**src/rtl/scan_chain_driver_if.sv**
```systemverilog
// Signal bundle between the scan chain driver, its test-access host and the
// scan chain pins. The master side is the driver; the slave side is the
// environment (host plus chain).
interface scan_chain_driver_if #(
  parameter int CHAIN_LEN = 16
);
  logic                 START;
  logic [CHAIN_LEN-1:0] LOAD_DATA;
  logic                 SO;
  logic                 SD;
  logic                 SI;
  logic [CHAIN_LEN-1:0] CAP_DATA;
  logic                 BUSY;
  logic                 DONE;

  modport master (
    input  START, LOAD_DATA, SO,
    output SD, SI, CAP_DATA, BUSY, DONE
  );

  modport slave (
    output START, LOAD_DATA, SO,
    input  SD, SI, CAP_DATA, BUSY, DONE
  );
endinterface

```
**src/rtl/scan_chain_driver.sv**
```systemverilog
// Scan chain driver: serially loads a pattern into a scan-mux flop chain,
// pulses one functional capture cycle, then unloads the chain into CAP_DATA.
// Every output is a flop so SD can never glitch.
module scan_chain_driver #(
  parameter int   CHAIN_LEN = 16,
  parameter int   CNT_W     = 8,
  parameter logic FILL      = 1'b0
) (
  input  logic                CK,
  input  logic                RN,
  scan_chain_driver_if.master bus
);

  typedef enum logic [2:0] {
    S_IDLE,
    S_LOAD,
    S_CAPTURE,
    S_UNLOAD,
    S_FINISH
  } state_e;

  localparam logic [CNT_W-1:0] CNT_LAST = CNT_W'(CHAIN_LEN - 1);

  state_e               state_q;
  logic [CNT_W-1:0]     cnt_q;
  // Load phase: bits not yet driven on SI, MSB-aligned.
  // Unload phase: shift register collecting SO samples.
  logic [CHAIN_LEN-1:0] shadow_q;
  logic [CHAIN_LEN-1:0] cap_q;
  logic                 sd_q;
  logic                 si_q;
  logic                 busy_q;
  logic                 done_q;
  logic                 cnt_last;

  assign cnt_last = (cnt_q == CNT_LAST);

  // Sequencer: one registered FSM drives every output pin directly.
  always_ff @(posedge CK or negedge RN) begin
    if (!RN) begin
      state_q  <= S_IDLE;
      cnt_q    <= '0;
      shadow_q <= '0;
      // NOTE: CAP_DATA is a plain register, not a memory, so it gets a reset
      // value; a reset mid-sequence therefore never leaves a partial result.
      cap_q    <= '0;
      sd_q     <= 1'b0;
      si_q     <= 1'b0;
      busy_q   <= 1'b0;
      done_q   <= 1'b0;
    end else begin
      // NOTE: non-blocking assignments everywhere here, so every right-hand
      // side reads the pre-edge value regardless of statement order.
      done_q <= 1'b0;
      case (state_q)
        S_IDLE: begin
          if (bus.START) begin
            // First bit goes straight to SI; the rest wait MSB-aligned.
            si_q     <= bus.LOAD_DATA[CHAIN_LEN-1];
            shadow_q <= {bus.LOAD_DATA[CHAIN_LEN-2:0], 1'b0};
            cnt_q    <= '0;
            sd_q     <= 1'b1;
            busy_q   <= 1'b1;
            state_q  <= S_LOAD;
          end
        end

        S_LOAD: begin
          si_q     <= shadow_q[CHAIN_LEN-1];
          shadow_q <= {shadow_q[CHAIN_LEN-2:0], 1'b0};
          if (cnt_last) begin
            // Chain now holds the pattern; drop SD for the capture edge.
            sd_q    <= 1'b0;
            state_q <= S_CAPTURE;
          end else begin
            cnt_q <= cnt_q + CNT_W'(1);
          end
        end

        S_CAPTURE: begin
          sd_q    <= 1'b1;
          si_q    <= FILL;
          cnt_q   <= '0;
          state_q <= S_UNLOAD;
        end

        S_UNLOAD: begin
          // SO still shows the pre-shift tail flop, so the first sample is
          // chain position N-1 and ends up in the MSB after N shifts.
          shadow_q <= {shadow_q[CHAIN_LEN-2:0], bus.SO};
          if (cnt_last) begin
            cap_q   <= {shadow_q[CHAIN_LEN-2:0], bus.SO};
            sd_q    <= 1'b0;
            si_q    <= 1'b0;
            busy_q  <= 1'b0;
            done_q  <= 1'b1;
            state_q <= S_FINISH;
          end else begin
            cnt_q <= cnt_q + CNT_W'(1);
          end
        end

        S_FINISH: begin
          // START is deliberately not looked at here.
          state_q <= S_IDLE;
        end

        default: begin
          state_q <= S_IDLE;
        end
      endcase
    end
  end

  assign bus.SD       = sd_q;
  assign bus.SI       = si_q;
  assign bus.CAP_DATA = cap_q;
  assign bus.BUSY     = busy_q;
  assign bus.DONE     = done_q;

endmodule

```
**src/flat_wrapper.sv**
```systemverilog
// flat-port wrapper written by rule: the top's interface ports become plain ports
module scan_chain_driver_flat 
#(
  parameter int   CHAIN_LEN = 16,
  parameter int   CNT_W     = 8,
  parameter logic FILL      = 1'b0
)
  (CK, RN, bus_START, bus_LOAD_DATA, bus_SO, bus_SD, bus_SI, bus_CAP_DATA, bus_BUSY, bus_DONE);
  scan_chain_driver_if #(.CHAIN_LEN(CHAIN_LEN)) bus_i ();
  input  logic CK;
  input  logic RN;
  input wire logic [$bits(bus_i.START)-1:0] bus_START;
  input wire logic [$bits(bus_i.LOAD_DATA)-1:0] bus_LOAD_DATA;
  input wire logic [$bits(bus_i.SO)-1:0] bus_SO;
  output wire logic [$bits(bus_i.SD)-1:0] bus_SD;
  output wire logic [$bits(bus_i.SI)-1:0] bus_SI;
  output wire logic [$bits(bus_i.CAP_DATA)-1:0] bus_CAP_DATA;
  output wire logic [$bits(bus_i.BUSY)-1:0] bus_BUSY;
  output wire logic [$bits(bus_i.DONE)-1:0] bus_DONE;
  assign bus_i.START = bus_START;
  assign bus_i.LOAD_DATA = bus_LOAD_DATA;
  assign bus_i.SO = bus_SO;
  assign bus_SD = bus_i.SD;
  assign bus_SI = bus_i.SI;
  assign bus_CAP_DATA = bus_i.CAP_DATA;
  assign bus_BUSY = bus_i.BUSY;
  assign bus_DONE = bus_i.DONE;
  scan_chain_driver #(.CHAIN_LEN(CHAIN_LEN), .CNT_W(CNT_W), .FILL(FILL)) u_core (.CK(CK), .RN(RN), .bus(bus_i));
endmodule
```
**config.mk**
```make
export PLATFORM = sky130hd
export DESIGN_NAME = scan_chain_driver_flat
export DESIGN_NICKNAME = d
export VERILOG_FILES = /design/src/rtl/scan_chain_driver_if.sv /design/src/rtl/scan_chain_driver.sv /design/src/flat_wrapper.sv
export SDC_FILE = /design/constraint.sdc
export NUM_CORES = 1
export LEC_CHECK = 0
export BUFFER_PORTS_ARGS = -buffer_cell sky130_fd_sc_hd__buf_2
export CAP_MARGIN = 20
export CORE_ASPECT_RATIO = 1.1
export CORE_MARGIN = 2
export CORE_UTILIZATION = 40
export CTS_BUF_LIST = sky130_fd_sc_hd__clkbuf_8
export CTS_CLUSTER_DIAMETER = 40
export DETAILED_ROUTE_END_ITERATION = 7
export PLACE_DENSITY = 0.66
export SLEW_MARGIN = 20
export SYNTH_ARGS = -nofsm -noshare
export SYNTH_HDL_FRONTEND = slang
export SYNTH_SLANG_ARGS = --single-unit
```
**constraint.sdc**
```tcl
create_clock -name CK -period 2 [get_ports CK]
set_input_delay 0.4 -clock CK [delete_from_list [all_inputs] [get_ports CK]]
set_output_delay 0.4 -clock CK [all_outputs]
set_load 0.02 [all_outputs]
```
# After elaboration in Yosys (flattened, before gate mapping)
# Index checks and enable logic that the tools add are counted.
# totals
register_bits	47
inputBits	20
output_inout_bits	20
word_cells	48
# op_classes
n_addsub	1
eq_ne	9
mux	17
n_reduce_logical	13
# ops
operator	n
one-hot mux 16 bit (3 select lines)	1
one-hot mux 8 bit (3 select lines)	1
two-way mux 16 bit	1
two-way mux 8 bit	2
AND reduction 3 bit	5
one-hot mux 3 bit (4 select lines)	1
two-way mux 3 bit	3
adder 8 x 1 -> 8 bit, second input constant	1
== test 8 x 4 -> 1 bit, second input constant	1
== test 3 x 2 -> 1 bit, second input constant	2
!= test 2 x 1 -> 1 bit, second input constant	3
nonzero test 3 bit	2
two-way mux 1 bit	5
!= test 2 bit, second input constant	2
one-hot mux 1 bit (4 select lines)	1
AND reduction 2 bit	2
nonzero test 4 bit	1
== test 3 x 1 -> 1 bit, second input constant	1
logical NOT 3 bit	1
one-hot mux 1 bit (3 select lines)	1
one-hot mux 1 bit (2 select lines)	1
nonzero test 2 bit	1
OR reduction 2 bit	1

# Longest topological paths before layout
# logic_depth
ltp_word	4
mapped_depth	7
mapped_depth_nobuf	5

# Worst setup path after synthesis
# Ideal clock, no wire load.
# synth_path
path_kind	register to register
start	register u_core.cnt_q[5]
end	register u_core.cap_q[10] (netlist: u_core.bus.CAP_DATA[10])
setup_time_ps	125
t_arrival_ps	1565
t_required_ps	1875
slack_ps	310
stages_incl_launch_ff	6
n_path_buf	1
synth_period_minus_slack_ps	1690
cell_sequence	dfrtp_1 nor4_4 nand2_4 nor2_8 buf_12 mux2_4
# synth_via
elab_chain_len	2
# synth_lines
element	line	source
start: declaration	scan_chain_driver.sv:25	logic [CNT_W-1:0] cnt_q;
start signal: assignment	scan_chain_driver.sv:76	cnt_q <= cnt_q + CNT_W'(1);
start signal: assignment	scan_chain_driver.sv:99	cnt_q <= cnt_q + CNT_W'(1);
== test 8 x 4 -> 1 bit	scan_chain_driver.sv:36	assign cnt_last = (cnt_q == CNT_LAST);
AND reduction 2 bit (no source line)	-	
end signal: assignment	scan_chain_driver.sv:92	cap_q <= {shadow_q[CHAIN_LEN-2:0], bus.SO};
end: declaration	scan_chain_driver.sv:29	logic [CHAIN_LEN-1:0] cap_q;
# No other way between the ends.
# A chain may end at the register's enable or synchronous reset.

# Worst setup path after layout
# layout_path
start	register u_core.cnt_q[0]
end	register u_core.cap_q[14] (netlist: u_core.bus.CAP_DATA[14])
# Same word-level chain as after synthesis.

==> flow_metrics.env <==
export IMPL_outcome="finished, final reports clean"
export IMPL_antennaDiodeCount=0
export IMPL_critical_path_class="flop to flop"
export IMPL_ir_worst_vdd_mv=0.572
export IMPL_drt_iter0_drc=52
export IMPL_gr_total_overflow=0
export IMPL_dpl_hpwl_mm=2.92
export IMPL_hold_viol=0
export IMPL_grt_antenna_before_repair=0
export IMPL_finalCriticalPeriod_ns=1.82
export IMPL_ios=40
export IMPL_first_pass_iters=4
export IMPL_fillers=463
export IMPL_fin_cells=303
export IMPL_die_area_um2=5970
export IMPL_layout_drive_gt1_share_pct=33.8
export IMPL_hold_slack_ns=0.00822
export IMPL_dp_slack_ns=0.123
export IMPL_grt_pass1_wl_mm=6.85
export IMPL_grt_max_degree=33
export IMPL_cp_arrival_ns=2.00
export IMPL_final_common_cell="dfrtp_1"
export IMPL_cts_root_buf="clkbuf_8"
export IMPL_syn_num_nets=204
export IMPL_avgSynthCellArea_um2=11.7
export IMPL_multiInputGateArea_um2=896
export IMPL_die_height_um=80.9
export IMPL_slew_viol_final=0
export IMPL_critical_path_max_fanout=7
export IMPL_numCtsBuffers=5
export IMPL_seq_area_um2=1180
export IMPL_required_ns=2.18
export IMPL_area_growth_pct=20.0
export IMPL_fmax_mhz=551
export IMPL_coreArea_um2=5100
export IMPL_port_buffers=39
export IMPL_clock_latency_ns=0.30
export IMPL_track_usage_pct=15.0
export IMPL_synth_distinct_cells=36
export IMPL_finClkSkew_ns=0.0128
export IMPL_hold_path_class="input port to async pin"
export IMPL_setup_tns_ns=0
export IMPL_cts_tree="done"
export IMPL_min_period_over_period_pct=90.8
export IMPL_layout_nets=251
export IMPL_slew_headroom_pct=45.4
export IMPL_setup_viol=0
export IMPL_grt_pass1_vias=1462
export IMPL_cts_htree_levels=2
export IMPL_num_vias=1491
export IMPL_place_inst=292
export IMPL_slowest_stage="dfrtp_1"
export IMPL_drt_antenna_violating_nets=0
export IMPL_place_gp_congestion=0.808
export IMPL_num_rows=27
export IMPL_cts_sinks=47
export IMPL_leakage_uw=0.00126
export IMPL_fin_util_pct=50.5
export IMPL_synthCells=183
export IMPL_critPathLaunchType="flop"
export IMPL_clockBufferDepth=2
export IMPL_rr_worst_depth=6
export IMPL_synth_area_um2=2150
export IMPL_drv_cap=0
export IMPL_die_w_um=73.9
export IMPL_drc=0
export IMPL_ys_seq_area_share_pct=54.7
export IMPL_drt_total_wl_mm=4.09
export IMPL_layout_common_cells="dfrtp_1 (47), buf_2 (39), o21ai_0 (25)"
export IMPL_cpPeakStageDelay_ns=0.41
export IMPL_yosysWarnings=0
export IMPL_rsz0062_at_grt="false"
export IMPL_avgViaCountPerCell=4.92
export IMPL_p_per_area_nw_per_um2=1390
export IMPL_start_util_pct=42.1
export IMPL_crit_chain="ha_1 -> and3_1 -> nand2_4 -> nor2_8 -> buf_4 -> mux2_4"
export IMPL_setup_ws_ns=0.184
export IMPL_post_drt_wl_per_cell_um=13.5
export IMPL_path_clk_slew_ns=0.09
export IMPL_synth_seq_cells=47
export IMPL_end_kind="flop"
export IMPL_tightestPinTransition_ns=0.819
[final cells by class]
type	instances	area share, %
Sequential cell	47	45.6
Multi-Input combinational cell	124	34.8
Timing Repair Buffer	49	11.9
Tap cell	72	3.50
Clock buffer	6	3.20
Clock inverter	2	0.534
Inverter	3	0.437
[per-layer routing]
| metal | wire length, um | global-route usage (%) | vias up |
|---|---|---|---|
| met5 | 0 | 0 | - |
| met4 | 74 | 6.00 | 0 |
| met3 | 129 | 3.60 | 5 |
| met2 | 2020 | 23.8 | 25 |
| met1 | 1870 | 19.7 | 723 |
| li1 | - | - | 738 |
[sequential cells by signal, summed over array words and instances (netlist names)]
signal,cells
u_core.bus.BUSY,1
u_core.bus.DONE,1
u_core.state_q,3
u_core.cnt_q,8
u_core.bus.SD,1
u_core.bus.CAP_DATA,16
u_core.shadow_q,16
u_core.bus.SI,1
[cell families after synthesis]
group	synth area share, %
adders and majority gates	0.582
AOI/OAI and AO/OA	11.5
DFF	54.7
xor gates and xnor gates	0.408
and+or+nand+nor	11.3
muxes	17.9
buffers and inverters	3.55
[worst max-delay path: cells and delay by family (launching register included)]
| family | cells | cell delay (ns) |
|---|---|---|
| AND/OR/NAND/NOR | 3 | 0.62 |
| flip-flops | 1 | 0.41 |
| buffers and inverters | 1 | 0.17 |
| multiplexers | 1 | 0.30 |
| adder cells (fa/ha/maj) | 1 | 0.20 |
[stage by stage]
stage | cell area, um^2 | total power (uW)
6_report | 2580 | 3590
5_1_grt | 2580 | 3880
4_1_cts | 2530 | 3620
3_5_place_dp | 2430 | 3020
3_3_place_gp | 2430 | 2990
2_1_floorplan | 2150 | 2600
[path summary, 6_finish.rpt]
path | endpoint | start | slack, ns
max | u_core.bus.CAP_DATA[14] | u_core.cnt_q[0] | 0.18
min | u_core.bus.CAP_DATA[7] | RN | 0.008
max reg2reg | u_core.bus.CAP_DATA[14] | u_core.cnt_q[0] | 0.18
min reg2reg | u_core.bus.SI | u_core.bus.SI | 0.51
max in group asynchronous | u_core.cnt_q[4] | RN | 1.50
min in group CK | u_core.bus.CAP_DATA[0] | bus_SO | 0.35
[cell usage after synthesis]
cell / count / share of area, %
a21o_1: 2 / 0.70
a21o_2: 1 / 0.41
a21oi_1: 8 / 1.9
a22o_1: 1 / 0.41
a31o_2: 1 / 0.41
a31oi_1: 1 / 0.29
a32o_1: 1 / 0.47
and2b_1: 1 / 0.35
and3_1: 1 / 0.29
and4_1: 1 / 0.41
buf_12: 1 / 0.93
buf_2: 3 / 0.70
buf_6: 1 / 0.52
clkbuf_1: 3 / 0.52
clkbuf_4: 1 / 0.35
dfrtp_1: 47 / 55
ha_1: 1 / 0.58
inv_1: 3 / 0.52
mux2_2: 7 / 3.7
mux2_4: 9 / 6.3
mux2i_1: 17 / 7.9
nand2_1: 23 / 4.0
nand2_4: 1 / 0.52
nand2b_1: 3 / 0.87
nand3_1: 2 / 0.47
nand4_1: 1 / 0.29
nor2_1: 9 / 1.6
nor2_8: 1 / 0.93
nor2b_1: 1 / 0.29
nor4_4: 1 / 0.99
o21a_1: 1 / 0.35
o21ai_0: 25 / 5.8
o2bb2ai_1: 1 / 0.41
o41ai_1: 1 / 0.41
or3_1: 1 / 0.29
xor2_1: 1 / 0.41
[timing repair]
action | 4_1_cts | 5_1_grt
hold buffers | 0 | 0
gates resized for setup | 0 | 0
hold endpoints to repair | 0 | 0
endpoints found under the setup margin | 0 | 6
setup buffers | 0 | 3
[where the power goes]
group	leakage, uW	internal, uW	switching [uW]
sequential	0.000606	1300	271
clock	0.0000516	283	316
combinational	0.000605	651	770
No activity file was read; power rests on OpenSTA's default activity.
